### src/rtl/nfa_report_pkg.sv
// Shared types for the NFA match reporter: batch record, serializer states, width defaults.
package nfa_report_pkg;

  localparam int NUM_ENGINES = 32;
  localparam int OFFSET_W    = 16;
  localparam int ID_W        = $clog2(NUM_ENGINES);

  typedef struct packed {
    logic [NUM_ENGINES-1:0] mask;
    logic [OFFSET_W-1:0]    off;
  } batch_t;

  typedef enum logic {
    S_IDLE,
    S_EMIT
  } ser_state_t;

endpackage

### src/rtl/nfa_batch_fifo.sv
// Synchronous FIFO of match batches; a pop in the same cycle makes room for a push into a full FIFO.
module nfa_batch_fifo
  import nfa_report_pkg::*;
#(
  parameter int DEPTH = 8
) (
  input  logic   clk,
  input  logic   rst,
  input  logic   push,
  input  batch_t wr_data,
  input  logic   pop,
  output batch_t rd_data,
  output logic   full,
  output logic   empty
);

  localparam int AW = $clog2(DEPTH);

  logic [AW:0] wr_ptr_q, wr_ptr_d;
  logic [AW:0] rd_ptr_q, rd_ptr_d;
  logic        do_push, do_pop;
  batch_t      mem_q [DEPTH];

  // Extra pointer MSB distinguishes full from empty when the indices coincide.
  always_comb begin
    empty    = (wr_ptr_q == rd_ptr_q);
    full     = (wr_ptr_q[AW] != rd_ptr_q[AW]) && (wr_ptr_q[AW-1:0] == rd_ptr_q[AW-1:0]);
    do_pop   = pop & ~empty;
    do_push  = push & (~full | do_pop);
    wr_ptr_d = do_push ? wr_ptr_q + 1'b1 : wr_ptr_q;
    rd_ptr_d = do_pop  ? rd_ptr_q + 1'b1 : rd_ptr_q;
    rd_data  = mem_q[rd_ptr_q[AW-1:0]];
  end

  always_ff @(posedge clk) begin
    if (rst) begin
      wr_ptr_q <= '0;
      rd_ptr_q <= '0;
    end else begin
      wr_ptr_q <= wr_ptr_d;
      rd_ptr_q <= rd_ptr_d;
    end
  end

  always_ff @(posedge clk) begin
    if (do_push) mem_q[wr_ptr_q[AW-1:0]] <= wr_data;
  end

endmodule

### src/rtl/nfa_match_reporter.sv
// Detects each engine's first match per stream and serializes (engine id, byte offset) events.
module nfa_match_reporter #(
  parameter int NUM_ENGINES = nfa_report_pkg::NUM_ENGINES,
  parameter int OFFSET_W    = nfa_report_pkg::OFFSET_W,
  parameter int FIFO_DEPTH  = 8,
  parameter int ID_W        = $clog2(NUM_ENGINES)
) (
  input  logic                   clk,
  input  logic                   rst,
  input  logic                   sod,
  input  logic                   en,
  input  logic [NUM_ENGINES-1:0] eng_out,
  output logic                   evt_valid,
  input  logic                   evt_ready,
  output logic [ID_W-1:0]        evt_id,
  output logic [OFFSET_W-1:0]    evt_offset,
  output logic                   overflow
);

  import nfa_report_pkg::*;

  logic [OFFSET_W-1:0]    byte_cnt_q, byte_cnt_d;
  logic [NUM_ENGINES-1:0] seen_q, seen_d;
  logic [NUM_ENGINES-1:0] wmask_q, wmask_d;
  logic [OFFSET_W-1:0]    woff_q, woff_d;
  logic                   overflow_q, overflow_d;
  ser_state_t             state_q, state_d;

  logic [NUM_ENGINES-1:0] new_mask, rem_mask, id_onehot;
  logic [ID_W-1:0]        low_id;
  logic                   fifo_push, fifo_pop, fifo_full, fifo_empty;
  batch_t                 fifo_wr, fifo_rd;

  // The engines register their outputs, so a rise names the byte before the current count.
  always_comb begin
    new_mask      = eng_out & ~seen_q;
    fifo_push     = |new_mask;
    fifo_wr.mask  = new_mask;
    fifo_wr.off   = byte_cnt_q - OFFSET_W'(1);
    seen_d        = sod ? '0 : (seen_q | new_mask);
    byte_cnt_d    = byte_cnt_q;
    if (sod)                       byte_cnt_d = '0;
    else if (en && ~&byte_cnt_q)   byte_cnt_d = byte_cnt_q + OFFSET_W'(1);
    overflow_d    = sod ? 1'b0 : (overflow_q | (fifo_push & fifo_full & ~fifo_pop));
  end

  always_comb begin
    low_id = '0;
    for (int i = NUM_ENGINES - 1; i >= 0; i--) begin
      if (wmask_q[i]) low_id = ID_W'(i);
    end
  end

  // Refilling from the FIFO on the last handshake of a batch keeps back-to-back events bubble-free.
  always_comb begin
    state_d   = state_q;
    wmask_d   = wmask_q;
    woff_d    = woff_q;
    fifo_pop  = 1'b0;
    id_onehot = {{(NUM_ENGINES-1){1'b0}}, 1'b1} << low_id;
    rem_mask  = wmask_q & ~id_onehot;
    case (state_q)
      S_IDLE: begin
        if (!fifo_empty) begin
          fifo_pop = 1'b1;
          wmask_d  = fifo_rd.mask;
          woff_d   = fifo_rd.off;
          state_d  = S_EMIT;
        end
      end
      S_EMIT: begin
        if (evt_ready) begin
          wmask_d = rem_mask;
          if (rem_mask == '0) begin
            if (!fifo_empty) begin
              fifo_pop = 1'b1;
              wmask_d  = fifo_rd.mask;
              woff_d   = fifo_rd.off;
            end else begin
              state_d = S_IDLE;
            end
          end
        end
      end
      default: state_d = S_IDLE;
    endcase
  end

  always_ff @(posedge clk) begin
    if (rst) begin
      byte_cnt_q <= '0;
      seen_q     <= '0;
      wmask_q    <= '0;
      woff_q     <= '0;
      overflow_q <= 1'b0;
      state_q    <= S_IDLE;
    end else begin
      byte_cnt_q <= byte_cnt_d;
      seen_q     <= seen_d;
      wmask_q    <= wmask_d;
      woff_q     <= woff_d;
      overflow_q <= overflow_d;
      state_q    <= state_d;
    end
  end

  assign evt_valid  = (state_q == S_EMIT);
  assign evt_id     = low_id;
  assign evt_offset = woff_q;
  assign overflow   = overflow_q;

  nfa_batch_fifo #(
    .DEPTH(FIFO_DEPTH)
  ) u_fifo (
    .clk    (clk),
    .rst    (rst),
    .push   (fifo_push),
    .wr_data(fifo_wr),
    .pop    (fifo_pop),
    .rd_data(fifo_rd),
    .full   (fifo_full),
    .empty  (fifo_empty)
  );

endmodule
### config.mk
export PLATFORM = sky130hd
export DESIGN_NAME = nfa_match_reporter
export DESIGN_NICKNAME = d
export VERILOG_FILES = /design/src/rtl/nfa_report_pkg.sv /design/src/rtl/nfa_batch_fifo.sv /design/src/rtl/nfa_match_reporter.sv
export SDC_FILE = /design/constraint.sdc
export NUM_CORES = 1
export LEC_CHECK = 0
export CORE_ASPECT_RATIO = 2
export CORE_MARGIN = 8
export CORE_UTILIZATION = 61
export CTS_CLUSTER_SIZE = 24
export DETAILED_ROUTE_END_ITERATION = 10
export PLACE_DENSITY = 0.79
export SETUP_SLACK_MARGIN = 0.1
export SLEW_MARGIN = 20
export SYNTH_ARGS = -nofsm -noshare
export SYNTH_HDL_FRONTEND = slang
export SYNTH_HIERARCHICAL = 1
export SYNTH_SLANG_ARGS = --single-unit
### constraint.sdc
create_clock -name clk -period 11.2 [get_ports clk]
set_clock_uncertainty 0.05 [all_clocks]
set_input_delay 1.12 -clock clk [delete_from_list [all_inputs] [get_ports clk]]
set_output_delay 1.12 -clock clk [all_outputs]
set_load 0.01 [all_outputs]
Word-level counts from Yosys, hierarchy flattened

Memories as Yosys holds them, arrays and structs flattened. A register that Yosys moved wholly into a read port is not among the register bits.
Index checks and enable logic that the tools add are counted.
Widths: inputs -> output; s select.

Flip-flop bits (word level): 106
Bits in writable memories: 384
Input port bits: 37
Output and inout bits: 23
Memories: 1

Memory list:

| name         | words | bits a word | read ports | clocked after Yosys merged registers in | write ports | RTL line             | RTL |
|---|---|---|---|---|---|---|---|
| u_fifo.mem_q | 8     | 48          | 1          | 1                                       | 1           | nfa_batch_fifo.sv:22 | `batch_t mem_q [DEPTH];` |

Add/subtract/negate cells: 4
Equality and inequality tests: 6
Shifts and indexed selects: 1
Muxes and demuxes: 52
Bitwise gates (word level): 15
Reduce and logical (&&, ||, !) cells: 9

Operators by type and width:

| operator              | number |
|---|---|
| $mux 5                | 32 |
| $mux 32               | 4 |
| $and 32x32->32        | 2 |
| $not 32->32           | 2 |
| $pmux 32 s2           | 1 |
| $mux 16               | 3 |
| $logic_not 32->1      | 1 |
| $or 32x32->32         | 1 |
| $pmux 16 s2           | 1 |
| $reduce_or 32->1      | 1 |
| $shl 1x5->32 const A  | 1 |
| $add 16x1->16 const B | 1 |
| $reduce_and 16->1     | 1 |
| $sub 16x1->16 const B | 1 |
| $add 4x1->4 const B   | 2 |
| $mux 1                | 7 |
| $mux 3                | 2 |
| $and 1x1->1           | 4 |
| $eq 4x4->1            | 1 |
| $ne 2x2->1 const B    | 2 |
| $not 1->1             | 4 |
| $pmux 1 s2            | 2 |
| $reduce_and 2->1      | 2 |
| $eq 3x3->1            | 1 |
| 6 further kinds       | 8 |

Longest topological paths before layout

Word-level depth: 44
Depth in mapped cells: 18

Cells and area by module

Netlist, hierarchy kept.

Modules (own cells, without submodules):

| module             | instances | cells each | area an instance (sq um) |
|---|---|---|---|
| nfa_batch_fifo     | 1         | 626        | 15200.8 |
| nfa_match_reporter | 1         | 663        | 5165.0 |

Least setup slack after synthesis

Ideal clock, no wire load.

Path type: register to register
From: reg wmask_q[10]
To: mem u_fifo/mem_q[0][0] in the netlist's numbering (enable)
Library setup time: 0.573 ns
Arrival time: 8.182 ns
Data required time: 10.577 ns
Path slack: 2.395 ns
Stages on the path, launching flop included: 15
Buffers on the path: 0
Clock period less this slack: 8.805 ns
Cells stage by stage: dfxtp_1 or4_4 or3_1 a311oi_2 or4_4 inv_2 o41ai_1 o2111ai_1 or4_1 or4_4 o21ai_4 nand2_1 inv_2 o21ai_1 nor4_1

Cells in the longest elaborated chain, start to end: 23

RTL lines:

| element                        | RTL line                  | RTL |
|---|---|---|
| start: declaration             | nfa_match_reporter.sv:24  | `logic [NUM_ENGINES-1:0] wmask_q, wmask_d;` |
| start signal: assignment       | nfa_match_reporter.sv:100 | `wmask_q <= wmask_d;` |
| $mux 5 (11 in a row)           | nfa_match_reporter.sv:50  | `if (wmask_q[i]) low_id = ID_W'(i);` |
| $shl 1x5->32                   | nfa_match_reporter.sv:60  | `id_onehot = {{(NUM_ENGINES-1){1'b0}}, 1'b1} << low_id;` |
| $not 32->32                    | nfa_match_reporter.sv:61  | `rem_mask = wmask_q & ~id_onehot;` |
| $and 32x32->32 *               | nfa_match_reporter.sv:61  |  |
| $logic_not 32->1 *             | nfa_match_reporter.sv:74  | `if (rem_mask == '0) begin` |
| $mux 1 *                       | nfa_match_reporter.sv:74  |  |
| $mux 1 *                       | nfa_match_reporter.sv:72  | `if (evt_ready) begin` |
| $pmux 1 s2 *                   | nfa_match_reporter.sv:62  | `case (state_q)` |
| via fifo_pop                   | nfa_match_reporter.sv:31  | `logic fifo_push, fifo_pop, fifo_full, fifo_empty;` |
| $and 1x1->1 *                  | nfa_batch_fifo.sv:28      | `do_pop = pop & ~empty;` |
| $or 1x1->1 *                   | nfa_batch_fifo.sv:29      | `do_push = push & (~full \| do_pop);` |
| $and 1x1->1 *                  | nfa_batch_fifo.sv:29      |  |
| $mux 1 *                       | nfa_batch_fifo.sv:46      | `if (do_push) mem_q[wr_ptr_q[AW-1:0]] <= wr_data;` |
| $mux 1 (implied by the code) * | nfa_batch_fifo.sv:46      |  |
| end: declaration               | nfa_batch_fifo.sv:22      |  |

Mark *: on every way through the listed nets, which the timed path passes. The rest lies on a longest branch.

Worst setup path after layout

From: reg wmask_q[6]
To: mem u_fifo/mem_q[4][24] in the netlist's numbering (enable)

Cells in the longest elaborated chain, start to end: 19

RTL lines:

| element                        | RTL line |
|---|---|
| $mux 5 (7 in a row)            | nfa_match_reporter.sv:50 |
| $shl 1x5->32                   | nfa_match_reporter.sv:60 |
| $not 32->32                    | nfa_match_reporter.sv:61 |
| $and 32x32->32 *               | nfa_match_reporter.sv:61 |
| $logic_not 32->1 *             | nfa_match_reporter.sv:74 |
| $mux 1 *                       | nfa_match_reporter.sv:74 |
| $mux 1 *                       | nfa_match_reporter.sv:72 |
| $pmux 1 s2 *                   | nfa_match_reporter.sv:62 |
| via fifo_pop                   | nfa_match_reporter.sv:31 |
| $and 1x1->1 *                  | nfa_batch_fifo.sv:28 |
| $or 1x1->1 *                   | nfa_batch_fifo.sv:29 |
| $and 1x1->1 *                  | nfa_batch_fifo.sv:29 |
| $mux 1 *                       | nfa_batch_fifo.sv:46 |
| $mux 1 (implied by the code) * | nfa_batch_fifo.sv:46 |

Marks and branches as above.

==> results by group <==
Run status
  – Status: completed

STA
  – Setup_tns: 0 ns
  – Minimum clock period: 6.88 ns
  – Final setup fails: 0
  – Fmax achieved: around 150 MHz
  – Fin crit share: 61.4%
  – Rel. slew slack: slightly below 20%
  – Slew Limit Fails: 0
  – Hold WS: about 0.42 ns
  – RSZ-0062 raised after global routing: false
  – Slew of the pin with the lowest slew margin: 1.20 ns
  – Final WS setup: between 4 and 5 ns
  – Final hold violation count: 0

Flow run
  – MaxCap Viol Count: 0

Clock tree
  – # hold bufs at CTS: 0
  – CTS tree: done
  – Clock transition at the registers of the reported paths: 0.07 ns
  – Post-CTS sizing: 0
  – # Post-CTS Setup Buffers: 0
  – CTS buffer count: 39
  – Clk_lat worst skew: between 0.5 and 0.6 ns
  – CTS sink count: 493
  – Maximum clock insertion buffer count: 3
  – CTS Root Cell: clkbuf_16
  – H-tree depth: 2

Synthesis
  – #FFs+latches synth: 493
  – Synth cell types: 74
  – Yosys Warn Count: 6
  – Avg Cell Area, Syn: 15.8 sq um
  – EDFF count, synth: 384
  – Top FF cell, synth: edfxtp_1
  – Mapped Cells: 1,289
  – Mapped cell area: around 20,000 sq um
  – Post-Syn Nets: 1,330
  – Async SR Flop Fraction: 0%
  – Register area share after synthesis: 67.3%

Global route
  – Number of global-route vias before repair: 12,400
  – GRT Util Overall: 25.8%
  – Total gr overflow: 0
  – Initial antenna violation count: 0
  – First-pass GRT wire length: 76,600 um
  – Pin count of the biggest net entering global routing: 64

Worst setup path
  – Cell mode on critical path: buf_4
  – Setup crit end kind: flop
  – Top Family by Delay on Critical Path: compound AO/OA/AOI/OAI gates
  – Req. time, crit path: 11.31 ns
  – Slowest CP cell: a221oi_1
  – FF-to-FF Start: wmask_q[6]$_SDFFE_PP0P_
  – CP cell instances: nor2_1 -> a221oi_1 -> a2bb2oi_1 -> a211o_1 -> a21oi_1 -> o31ai_1 -> nand4_1 -> or4_4 -> o21ai_4 -> buf_4 -> nand2_1 -> inv_2 -> o211ai_1 -> nor3_2 -> buf_4
  – WP data arrival: ~7.0 ns
  – Crit Path Max Fanout: 48
  – Crit start category: flop
  – CP peak stage delay: 0.89 ns
  – Critical Path Start: wmask_q[6]$_SDFFE_PP0P_
  – Crit path buffers/inverters: 3
  – Crit Path Class: reg2reg

Detailed routing
  – Antenna viol nets, final: 0
  – Wirelength per Cell: 28.4 um
  – First-pass iteration count of the detailed router: 5
  – Vias: 11,800
  – DRT iter0 DRCs: 912
  – Final WL: roughly 51,000 um
  – Number of vias per cell: 6.55
  – DRC errors left: 0

Floorplan
  – Die area: between 30,000 and 40,000 sq um
  – Core area: about 33,000 sq um
  – Die Width: approximately 150 um
  – Site Rows: 94
  – Initial Util: 61.8%
  – IO Count: 60
  – Die H: 274 um

Final layout
  – Fill cell count: 2,127
  – Commonest cells after routing, fill and taps aside: 384 x edfxtp_1, 126 x nor2_1, 106 x dfxtp_1
  – Register area: 13,700 sq um
  – Commonest non-fill, non-tap cell in the layout: edfxtp_1
  – Area grow syn2layout: 11.3%
  – Nets: 1,382
  – Share of post-route cells with drive strength above 1: between 10% and 20%
  – Design Area, Final: 22,700 sq um
  – Ant. Diodes: 0
  – Multi-input gate area: around 6200 sq um

Placement
  – HPWL after DPL: 31,500 um
  – Post-DP Area: 21,300 sq um
  – PortBufs: 59
  – Placer Congestion: ~1
  – Post-place setup slack: about 4.7 ns

Pwr
  – Worst vdd ir: 0.188 mV
  – Leakage: 0.00730 uW
  – Pwr Density: 248 nW/um^2

Hold path
  – Hold crit path type: reg2reg
  – Worst Hold Launch: seen_q[28]$_SDFF_PP0_
==> synthesized netlist by cell type (5+ instances only) <==
cell	number	area [sq um]
a32oi_1	5	43.8
edfxtp_1	384	11500
inv_1	16	60.1
a21oi_1	41	205
dfxtp_1	109	2180
nor2b_1	36	225
a32o_1	9	90.1
xor2_1	19	166
xnor2_1	9	78.8
nor3_1	13	65.1
buf_6	6	67.6
nand4_1	15	93.8
mux2_4	40	601
nand3_1	32	160
clkbuf_1	37	139
mux4_2	93	2090
a31oi_1	5	31.3
buf_12	5	100
or2_2	5	31.3
nor4_1	17	106
o311ai_0	6	52.6
mux2_2	9	101
o31ai_1	6	45.0
nor2_1	128	480
or4_1	14	105
nand2_1	49	184
nand2b_1	8	50.1
or3_1	11	68.8
buf_2	16	80.1
o21ai_1	9	45.0
o21ai_0	49	245
==> final timing paths <==
| kind | endpoint | slack [ns] | cells past startpoint |
|---|---|---|---|
| worst min-delay path | seen_q[28]$_SDFF_PP0_ | 0.42 | 2 |
| worst max register to register | u_fifo/mem_q[4][24]$_DFFE_PP_ | 4.32 | 15 |
| worst min register to register | seen_q[28]$_SDFF_PP0_ | 0.42 | 2 |
| worst max-delay path | u_fifo/mem_q[4][24]$_DFFE_PP_ | 4.32 | 15 |
==> where the power goes <==
part / switching (uW) / internal [uW] / total [uW]
Clock: 623 / 835 / 1460
Sequential: 152 / 2130 / 2280
Combinational: 1160 / 722 / 1890
==> routing by layer <==
metal | routed length (um) | track usage, %
met1 | 17000 | 26.9
met5 | 0 | 0
met2 | 29000 | 49.6
met3 | 2590 | 2.72
met4 | 2700 | 14.1
==> cell type report <==
type | instances | area share [%]
flip-flops and latches | 493 | 60.5
multi-input cells | 709 | 27.5
clock buffers | 51 | 4.82
repair buffers | 79 | 3.24
well taps | 432 | 2.38
clock inverters | 20 | 1.20
inverters | 19 | 0.315
==> through the flow <==
stage          util, %  total power [uW]  cells
3_3_place_gp      64.7              4160   1732
5_1_grt           68.9              5820   1803
2_1_floorplan        -              3510   1289
3_5_place_dp      64.7              4150   1732
6_report          68.9              5620   1803
4_1_cts           68.9              5610   1803
==> state kept, by name, summed over array words and instances, names as in the netlist, named ones only <==
name,count
u_fifo/mem_q,384
evt_offset,16
evt_valid,1
u_fifo/rd_ptr_q,4
overflow,1
u_fifo/wr_ptr_q,4
seen_q,32
byte_cnt_q,16
wmask_q,32
==> worst min-delay path: stages (launching register included) <==
cell	delay [ns]
dfxtp_1	0.33
nor2_1	0.04
nor2_1	0.06
==> logic make-up after synthesis <==
| logic type | synth area share [%] |
|---|---|
| adders and majority gates | 0.295 |
| buffers and inverters | 2.36 |
| and+or+nand+nor | 8.53 |
| xor gates and xnor gates | 1.20 |
| DFF | 67.3 |
| muxes | 14.4 |
| AOI/OAI and AO/OA | 5.85 |
No activity file was read; power rests on OpenSTA's default activity.
